[src/rtl/inst_fetch_ctrl_pkg.sv]
// Shared types and encodings for the instruction fetch controller.
// Imported by inst_fetch_ctrl and fetch_byte_assembler.
package inst_fetch_ctrl_pkg;

  localparam int BYTE_W     = 8;
  localparam int INST_BYTES = 4;
  localparam int PF_STRIDE  = 4;

  typedef logic [BYTE_W-1:0] byte_bus_t;
  typedef logic [31:0]       inst_addr_t;
  typedef logic [31:0]       inst_bus_t;

  localparam inst_bus_t ZERO_WORD = 32'h0000_0000;

  typedef enum logic [1:0] {
    FETCH_IDLE  = 2'b00,
    FETCH_BUSY  = 2'b01,
    FETCH_WRITE = 2'b10,
    FETCH_PREF  = 2'b11
  } fetch_state_e;

endpackage

[src/rtl/inst_fetch_ctrl_fetch_byte_assembler.sv]
// Collects four little-endian bytes into one instruction word.
// clear_i wins over shift_i; done_o flags the byte that completes the word.
module fetch_byte_assembler
  import inst_fetch_ctrl_pkg::*;
#(
  parameter int WORD_W = 32
) (
  input  logic              clk_i,
  input  logic              rst_i,
  input  logic              en_i,
  input  logic              clear_i,
  input  logic              shift_i,
  input  logic [BYTE_W-1:0] byte_i,
  output logic [1:0]        cnt_o,
  output logic [WORD_W-1:0] word_next_o,
  output logic              done_o
);

  logic [1:0]        cnt_q;
  logic [WORD_W-1:0] buf_q;

  // Buffer with the incoming byte already dropped into its lane.
  always_comb begin
    word_next_o = buf_q;
    word_next_o[{cnt_q, 3'b000} +: BYTE_W] = byte_i;
  end

  assign cnt_o  = cnt_q;
  assign done_o = shift_i & ~clear_i & (cnt_q == 2'd3);

  always_ff @(posedge clk_i) begin
    if (rst_i) begin
      cnt_q <= 2'd0;
      buf_q <= '0;
    end else if (en_i) begin
      if (clear_i) begin
        cnt_q <= 2'd0;
        buf_q <= '0;
      end else if (shift_i) begin
        cnt_q <= cnt_q + 2'd1;
        buf_q <= word_next_o;
      end
    end
  end

endmodule

[src/rtl/inst_fetch_ctrl.sv]
// Instruction fetch sequencer: cache hits return in one cycle, misses read four bytes
// and fill the cache. Optional next-line prefetch is enabled by defining INST_PREFETCH_EN.
module inst_fetch_ctrl
  import inst_fetch_ctrl_pkg::*;
#(
  parameter int ADDR_W = 32,
  parameter int INST_W = 32
) (
  input  logic              clk_i,
  input  logic              rst_i,
  input  logic              rdy_i,
  input  logic              flush_i,
  input  logic              if_req_i,
  input  logic [ADDR_W-1:0] if_pc_i,
  output logic              if_valid_o,
  output logic [INST_W-1:0] if_inst_o,
  output logic [ADDR_W-1:0] if_pc_o,
  output logic              busy_o,
  output logic [ADDR_W-1:0] ic_read_pc_o,
  input  logic              ic_hit_i,
  input  logic [INST_W-1:0] ic_inst_i,
  output logic              ic_we_o,
  output logic [ADDR_W-1:0] ic_write_pc_o,
  output logic [INST_W-1:0] ic_write_inst_o,
  output logic              mem_req_o,
  output logic [ADDR_W-1:0] mem_addr_o,
  input  logic              mem_valid_i,
  input  logic [BYTE_W-1:0] mem_data_i
);

  // Handshakes: IF holds if_req_i/if_pc_i until a one-cycle if_valid_o pulse and is
  // re-sampled only the cycle after it; mem_req_o holds mem_addr_o until a mem_valid_i
  // byte is taken, and a byte counts only on a cycle with rdy_i high and flush_i low.

  fetch_state_e      state_q;
  logic [ADDR_W-1:0] base_q;
  logic [ADDR_W-1:0] if_pc_q;
  logic [ADDR_W-1:0] ic_write_pc_q;
  logic [INST_W-1:0] if_inst_q;
  logic [INST_W-1:0] ic_write_inst_q;
  logic              mem_req_q;
  logic              if_valid_q;
  logic              ic_we_q;

  logic [1:0]        asm_cnt;
  logic [INST_W-1:0] asm_word_next;
  logic              asm_done;

  logic accept;
  logic start_miss;
  logic in_fetch;
  logic in_pref;
  logic abort_pref;
  logic pf_start;
  logic asm_shift;
  logic asm_clear;

  assign accept     = (state_q == FETCH_IDLE) & if_req_i & ~flush_i & ~if_valid_q;
  assign start_miss = accept & ~ic_hit_i;
  assign in_fetch   = (state_q == FETCH_BUSY);

`ifdef INST_PREFETCH_EN
  logic pf_pend_q;
  assign in_pref    = (state_q == FETCH_PREF);
  assign abort_pref = in_pref & (flush_i | if_req_i);
  assign pf_start   = (state_q == FETCH_IDLE) & pf_pend_q & ~if_req_i & ~flush_i;
`else
  assign in_pref    = 1'b0;
  assign abort_pref = 1'b0;
  assign pf_start   = 1'b0;
`endif

  assign asm_shift = mem_valid_i & ((in_fetch & ~flush_i) | (in_pref & ~abort_pref));
  assign asm_clear = start_miss | pf_start | flush_i | abort_pref;

  fetch_byte_assembler #(
    .WORD_W (INST_W)
  ) u_asm (
    .clk_i       (clk_i),
    .rst_i       (rst_i),
    .en_i        (rdy_i),
    .clear_i     (asm_clear),
    .shift_i     (asm_shift),
    .byte_i      (mem_data_i),
    .cnt_o       (asm_cnt),
    .word_next_o (asm_word_next),
    .done_o      (asm_done)
  );

  always_ff @(posedge clk_i) begin
    if (rst_i) begin
      state_q         <= FETCH_IDLE;
      base_q          <= '0;
      if_pc_q         <= '0;
      if_inst_q       <= '0;
      ic_write_pc_q   <= '0;
      ic_write_inst_q <= '0;
      mem_req_q       <= 1'b0;
      if_valid_q      <= 1'b0;
      ic_we_q         <= 1'b0;
`ifdef INST_PREFETCH_EN
      pf_pend_q       <= 1'b0;
`endif
    end else if (rdy_i) begin
      ic_we_q    <= 1'b0;
      if_valid_q <= 1'b0;
      case (state_q)
        FETCH_IDLE: begin
          if (start_miss) begin
            base_q    <= if_pc_i;
            mem_req_q <= 1'b1;
            state_q   <= FETCH_BUSY;
          end else if (accept) begin
            if_valid_q <= 1'b1;
            if_inst_q  <= ic_inst_i;
            if_pc_q    <= if_pc_i;
          end
`ifdef INST_PREFETCH_EN
          else if (pf_start) begin
            base_q    <= base_q + ADDR_W'(PF_STRIDE);
            mem_req_q <= 1'b1;
            state_q   <= FETCH_PREF;
          end
          // Prefetch is only considered in the first idle cycle after a demand fill.
          pf_pend_q <= 1'b0;
`endif
        end
        FETCH_BUSY: begin
          if (flush_i) begin
            mem_req_q <= 1'b0;
            state_q   <= FETCH_IDLE;
          end else if (asm_done) begin
            mem_req_q       <= 1'b0;
            ic_we_q         <= 1'b1;
            ic_write_pc_q   <= base_q;
            ic_write_inst_q <= asm_word_next;
            if_valid_q      <= 1'b1;
            if_pc_q         <= base_q;
            if_inst_q       <= asm_word_next;
            state_q         <= FETCH_WRITE;
          end
        end
        FETCH_WRITE: begin
          state_q <= FETCH_IDLE;
`ifdef INST_PREFETCH_EN
          pf_pend_q <= if_valid_q & ~flush_i;
`endif
        end
`ifdef INST_PREFETCH_EN
        FETCH_PREF: begin
          if (abort_pref) begin
            mem_req_q <= 1'b0;
            state_q   <= FETCH_IDLE;
          end else if (asm_done) begin
            mem_req_q       <= 1'b0;
            ic_we_q         <= 1'b1;
            ic_write_pc_q   <= base_q;
            ic_write_inst_q <= asm_word_next;
            state_q         <= FETCH_WRITE;
          end
        end
`endif
        default: begin
          mem_req_q <= 1'b0;
          state_q   <= FETCH_IDLE;
        end
      endcase
    end
  end

  // The cache write in WRITE survives a flush because the word is already complete.
  assign if_valid_o      = if_valid_q & rdy_i & ~flush_i;
  assign ic_we_o         = ic_we_q & rdy_i;
  assign if_inst_o       = if_inst_q;
  assign if_pc_o         = if_pc_q;
  assign busy_o          = (state_q != FETCH_IDLE);
  assign ic_read_pc_o    = if_pc_i;
  assign ic_write_pc_o   = ic_write_pc_q;
  assign ic_write_inst_o = ic_write_inst_q;
  assign mem_req_o       = mem_req_q;
  assign mem_addr_o      = base_q + ADDR_W'(asm_cnt);

endmodule
[config.mk]
export PLATFORM = sky130hd
export DESIGN_NAME = inst_fetch_ctrl
export DESIGN_NICKNAME = d
export VERILOG_FILES = /design/src/rtl/inst_fetch_ctrl_pkg.sv /design/src/rtl/inst_fetch_ctrl_fetch_byte_assembler.sv /design/src/rtl/inst_fetch_ctrl.sv
export SDC_FILE = /design/constraint.sdc
export NUM_CORES = 1
export LEC_CHECK = 0
export BUFFER_PORTS_ARGS = -buffer_cell sky130_fd_sc_hd__buf_2
export CORE_MARGIN = 5
export CORE_UTILIZATION = 30
export DETAILED_ROUTE_END_ITERATION = 10
export GPL_ROUTABILITY_DRIVEN = 0
export PLACE_DENSITY = 0.54
export REMOVE_ABC_BUFFERS = 1
export SLEW_MARGIN = 20
export SYNTH_ARGS = -nofsm -noshare
export SYNTH_HDL_FRONTEND = slang
export SYNTH_SLANG_ARGS = --single-unit
[constraint.sdc]
create_clock -name clk_i -period 5.4 [get_ports clk_i]
set_clock_uncertainty 0.1 [all_clocks]
set_input_delay 0 -clock clk_i [delete_from_list [all_inputs] [get_ports clk_i]]
set_output_delay 0 -clock clk_i [all_outputs]
set_load 0.1 [all_outputs]
==> summary.txt <==
Logic synthesis
  – Top area cells in the synthesized netlist: dfxtp_1 (45%), nand2_1 (8.5%), a21oi_1 (7.5%)
  – Post-synth top area cell: dfxtp_1
  – Post-synth EDFFs: 0
  – Avg Inst Size Synth: 8.30 sq um
  – Count leader, synth: nand2_1
  – Most frequent cells after synthesis: nand2_1 (202), dfxtp_1 (199), a21oi_1 (133), nor2_1 (105), a211oi_1 (65)
  – Synth unique cells: 54
  – #FFs+latches synth: 199
  – Top_reg_cell synth: dfxtp_1
  – Warnings from Yosys: 0
  – Post-synth top area share: 44.8%
  – Post-Synthesis Cell Area: 8890 sq um
  – Fraction of registers with async set/reset: 0%
  – Sequential share of the synthesized area: 44.8%
  – Post-Syn Instances: 1,071

Final layout
  – Area Overhead vs Synth: 29.4%
  – Layout net count: 1,417
  – Non-Filler Instances: 1,733
  – Ratio of cells with drive above 1 in the final layout: 25.1%
  – Number of inserted diodes: 0
  – Fillers: 3,007
  – Post-route cell area: 11,500 sq um

Power and ir drop
  – Worst IR Drop VDD: 0.178 mV
  – Leak: 4.60 nW
  – Pwr Total: 3.27 mW
  – PD cells: 284 nW/um^2

Setup path
  – Cells on worst reg2reg path: 6
  – Critical path fanouts, max: 10
  – Critical Path End Type: output port
  – Startpoint types: register
  – CP required: 5.30 ns
  – Data arrival, critical path: 3.37 ns
  – WS Path Type: reg -> out

Timing
  – Final period util: 64.3%
  – Slew Viols, Final: 0
  – Unrepaired setup endpoints after global routing: false
  – Final setup viols: 0
  – Final worst slack: 1.93 ns
  – Hold Fails Final Rpt: 0
  – Max-slew headroom at the worst pin: 26.7%
  – FMAX: 288 MHz
  – Minimum clock period: 3.47 ns
  – Worst Tran Pin Value: 1.10 ns
  – Setup TNS: 0 ns

Clock network
  – Max clock buf depth: 2
  – CTS buffer count: 17
  – CTS clock-pin slew for the worst setup and hold paths: 0.07 ns
  – Cts repair resizes: 0
  – CTS tree: built
  – H-Tree Depth: 4
  – Clock root cell: clkbuf_16
  – # clock sinks: 199
  – Worst-Skew Late Latency: 0.44 ns

Routing
  – Routed WL: 28.4 mm
  – Vias per cell: 4.74
  – Routed length per instance: 16.4 um
  – 1st-iter DRT viols: 469
  – Pre-antenna DRT Iters: 4
  – Via Count: 8,212
  – Post-route DRC violation count: 0
  – Post-route ant nets: 0

Placed design
  – DP Worst Slack: 2.39 ns
  – PortBufs: 274
  – Area after DPL: 10,200 sq um
  – Post-DP HPWL: 19.1 mm
  – Placed cells: 1,626

Global route
  – Vias in the first global route: 7,834
  – Gr usage total: 16.5%
  – Largest net degree at the start of global routing: 98
  – First-pass GRT wire length: 44.0 mm
  – Grt ovf: 0
  – Antenna violations before repair: 0

Floorplan
  – Die width: 182 um
  – Die ar.: 33,200 sq um
  – Die height: 182 um
  – Core area: 29,500 sq um
  – Io pins: 275
  – FP Rows: 63
  – Initial Util: 30.2%

Worst hold path
  – Hold Path Stages: 5
  – Hold Crit Class: in -> reg

Run status
  – Outcome: completed

Run
  – Max cap viols: 0
==> metrics by stage <==
| stage | hold slack, ns | util (%) |
|---|---|---|
| after floorplan | -0.100 | - |
| after global routing | 0.0977 | 39.0 |
| final | 0.0760 | 39.0 |
| after CTS | 0.0612 | 39.0 |
| after detailed placement | 0.169 | 34.5 |
| after global placement | 0.166 | 34.5 |
==> kinds of logic (layout without fill, tap and decap cells) <==
kind of cell / Yosys count / after routing / synth area share [%]
DFF: 199 / 199 / 44.8
buffers and inverters: 130 / 402 / 8.30
adders and majority gates: 8 / 8 / 1.21
and+or+nand+nor: 402 / 402 / 20.6
AOI/OAI and AO/OA: 270 / 270 / 18.6
xor gates and xnor gates: 30 / 30 / 2.95
muxes: 32 / 32 / 3.60
==> worst paths after layout <==
kind	startpoint	end	slack (ns)
hold / removal	ic_hit_i	base_q[3]	0.08
setup / recovery	u_asm.cnt_o[0]	mem_addr_o[16]	1.93
setup reg to reg	u_asm.cnt_o[0]	state_q[1]	2.37
hold reg to reg	u_asm.buf_q[16]	u_asm.buf_q[16]	0.35
==> state kept, by name, summed over array words and instances (netlist names) <==
signal           cells
base_q              32
ic_we_q              1
ic_write_inst_o     32
ic_write_pc_o       32
if_inst_o           32
if_pc_o             32
if_valid_q           1
mem_req_o            1
state_q              2
u_asm.buf_q         32
u_asm.cnt_o          2
==> routing by layer <==
metal	vias up	track usage (%)	wire length, um
li1	4139	-	-
met4	0	5.88	646
met5	-	0	0
met2	175	27.0	13600
met1	3864	22.1	13100
met3	34	2.71	1110
==> layout by cell type (no fill, tap or decap), types with 3 or more instances in the layout <==
master / count
a211o_1: 32
a211oi_1: 65
a21oi_1: 133
and2_1: 3
and3_1: 5
buf_2: 273
buf_4: 11
clkbuf_16: 17
clkinvlp_4: 4
dfxtp_1: 199
dlygate4sd3_1: 75
ha_1: 7
inv_1: 11
inv_6: 3
mux2i_1: 32
nand2_1: 202
nand2b_1: 3
nand3_1: 9
nand4_1: 11
nor2_1: 105
nor2b_1: 33
nor3_2: 3
o21ai_0: 5
o21ai_1: 30
xnor2_1: 21
xor2_1: 9
==> report_power, final <==
group	internal (mW)	total [mW]	switching [mW]
Combinational	0.114	0.466	0.352
Sequential	1.49	1.50	0.0174
Clock	0.690	1.30	0.607
Total	2.29	3.27	0.976
==> timing repair <==
item,in CTS,in global routing
buffers inserted,0,0
hold endpoints to repair,160,0
hold buffers,75,0
==> worst max-delay path: stages, from the launching register on <==
cell,delay (ns)
dfxtp_1,0.54
ha_1,0.24
inv_1,0.05
fa_1,0.48
or4_1,0.79
nor3_2,0.21
xor2_1,0.16
buf_2,0.44
==> cell type report <==
cell class,instances,area (sq um),area share (%)
clock buffer,19,433,3.76
inverter,11,41.3,0.359
tap,390,488,4.24
sequential,199,3980,34.6
clock inverter,13,146,1.27
multi-input combinational,742,4210,36.6
timing repair buffer,359,2200,19.1
(Power assumes the default switching activity.)
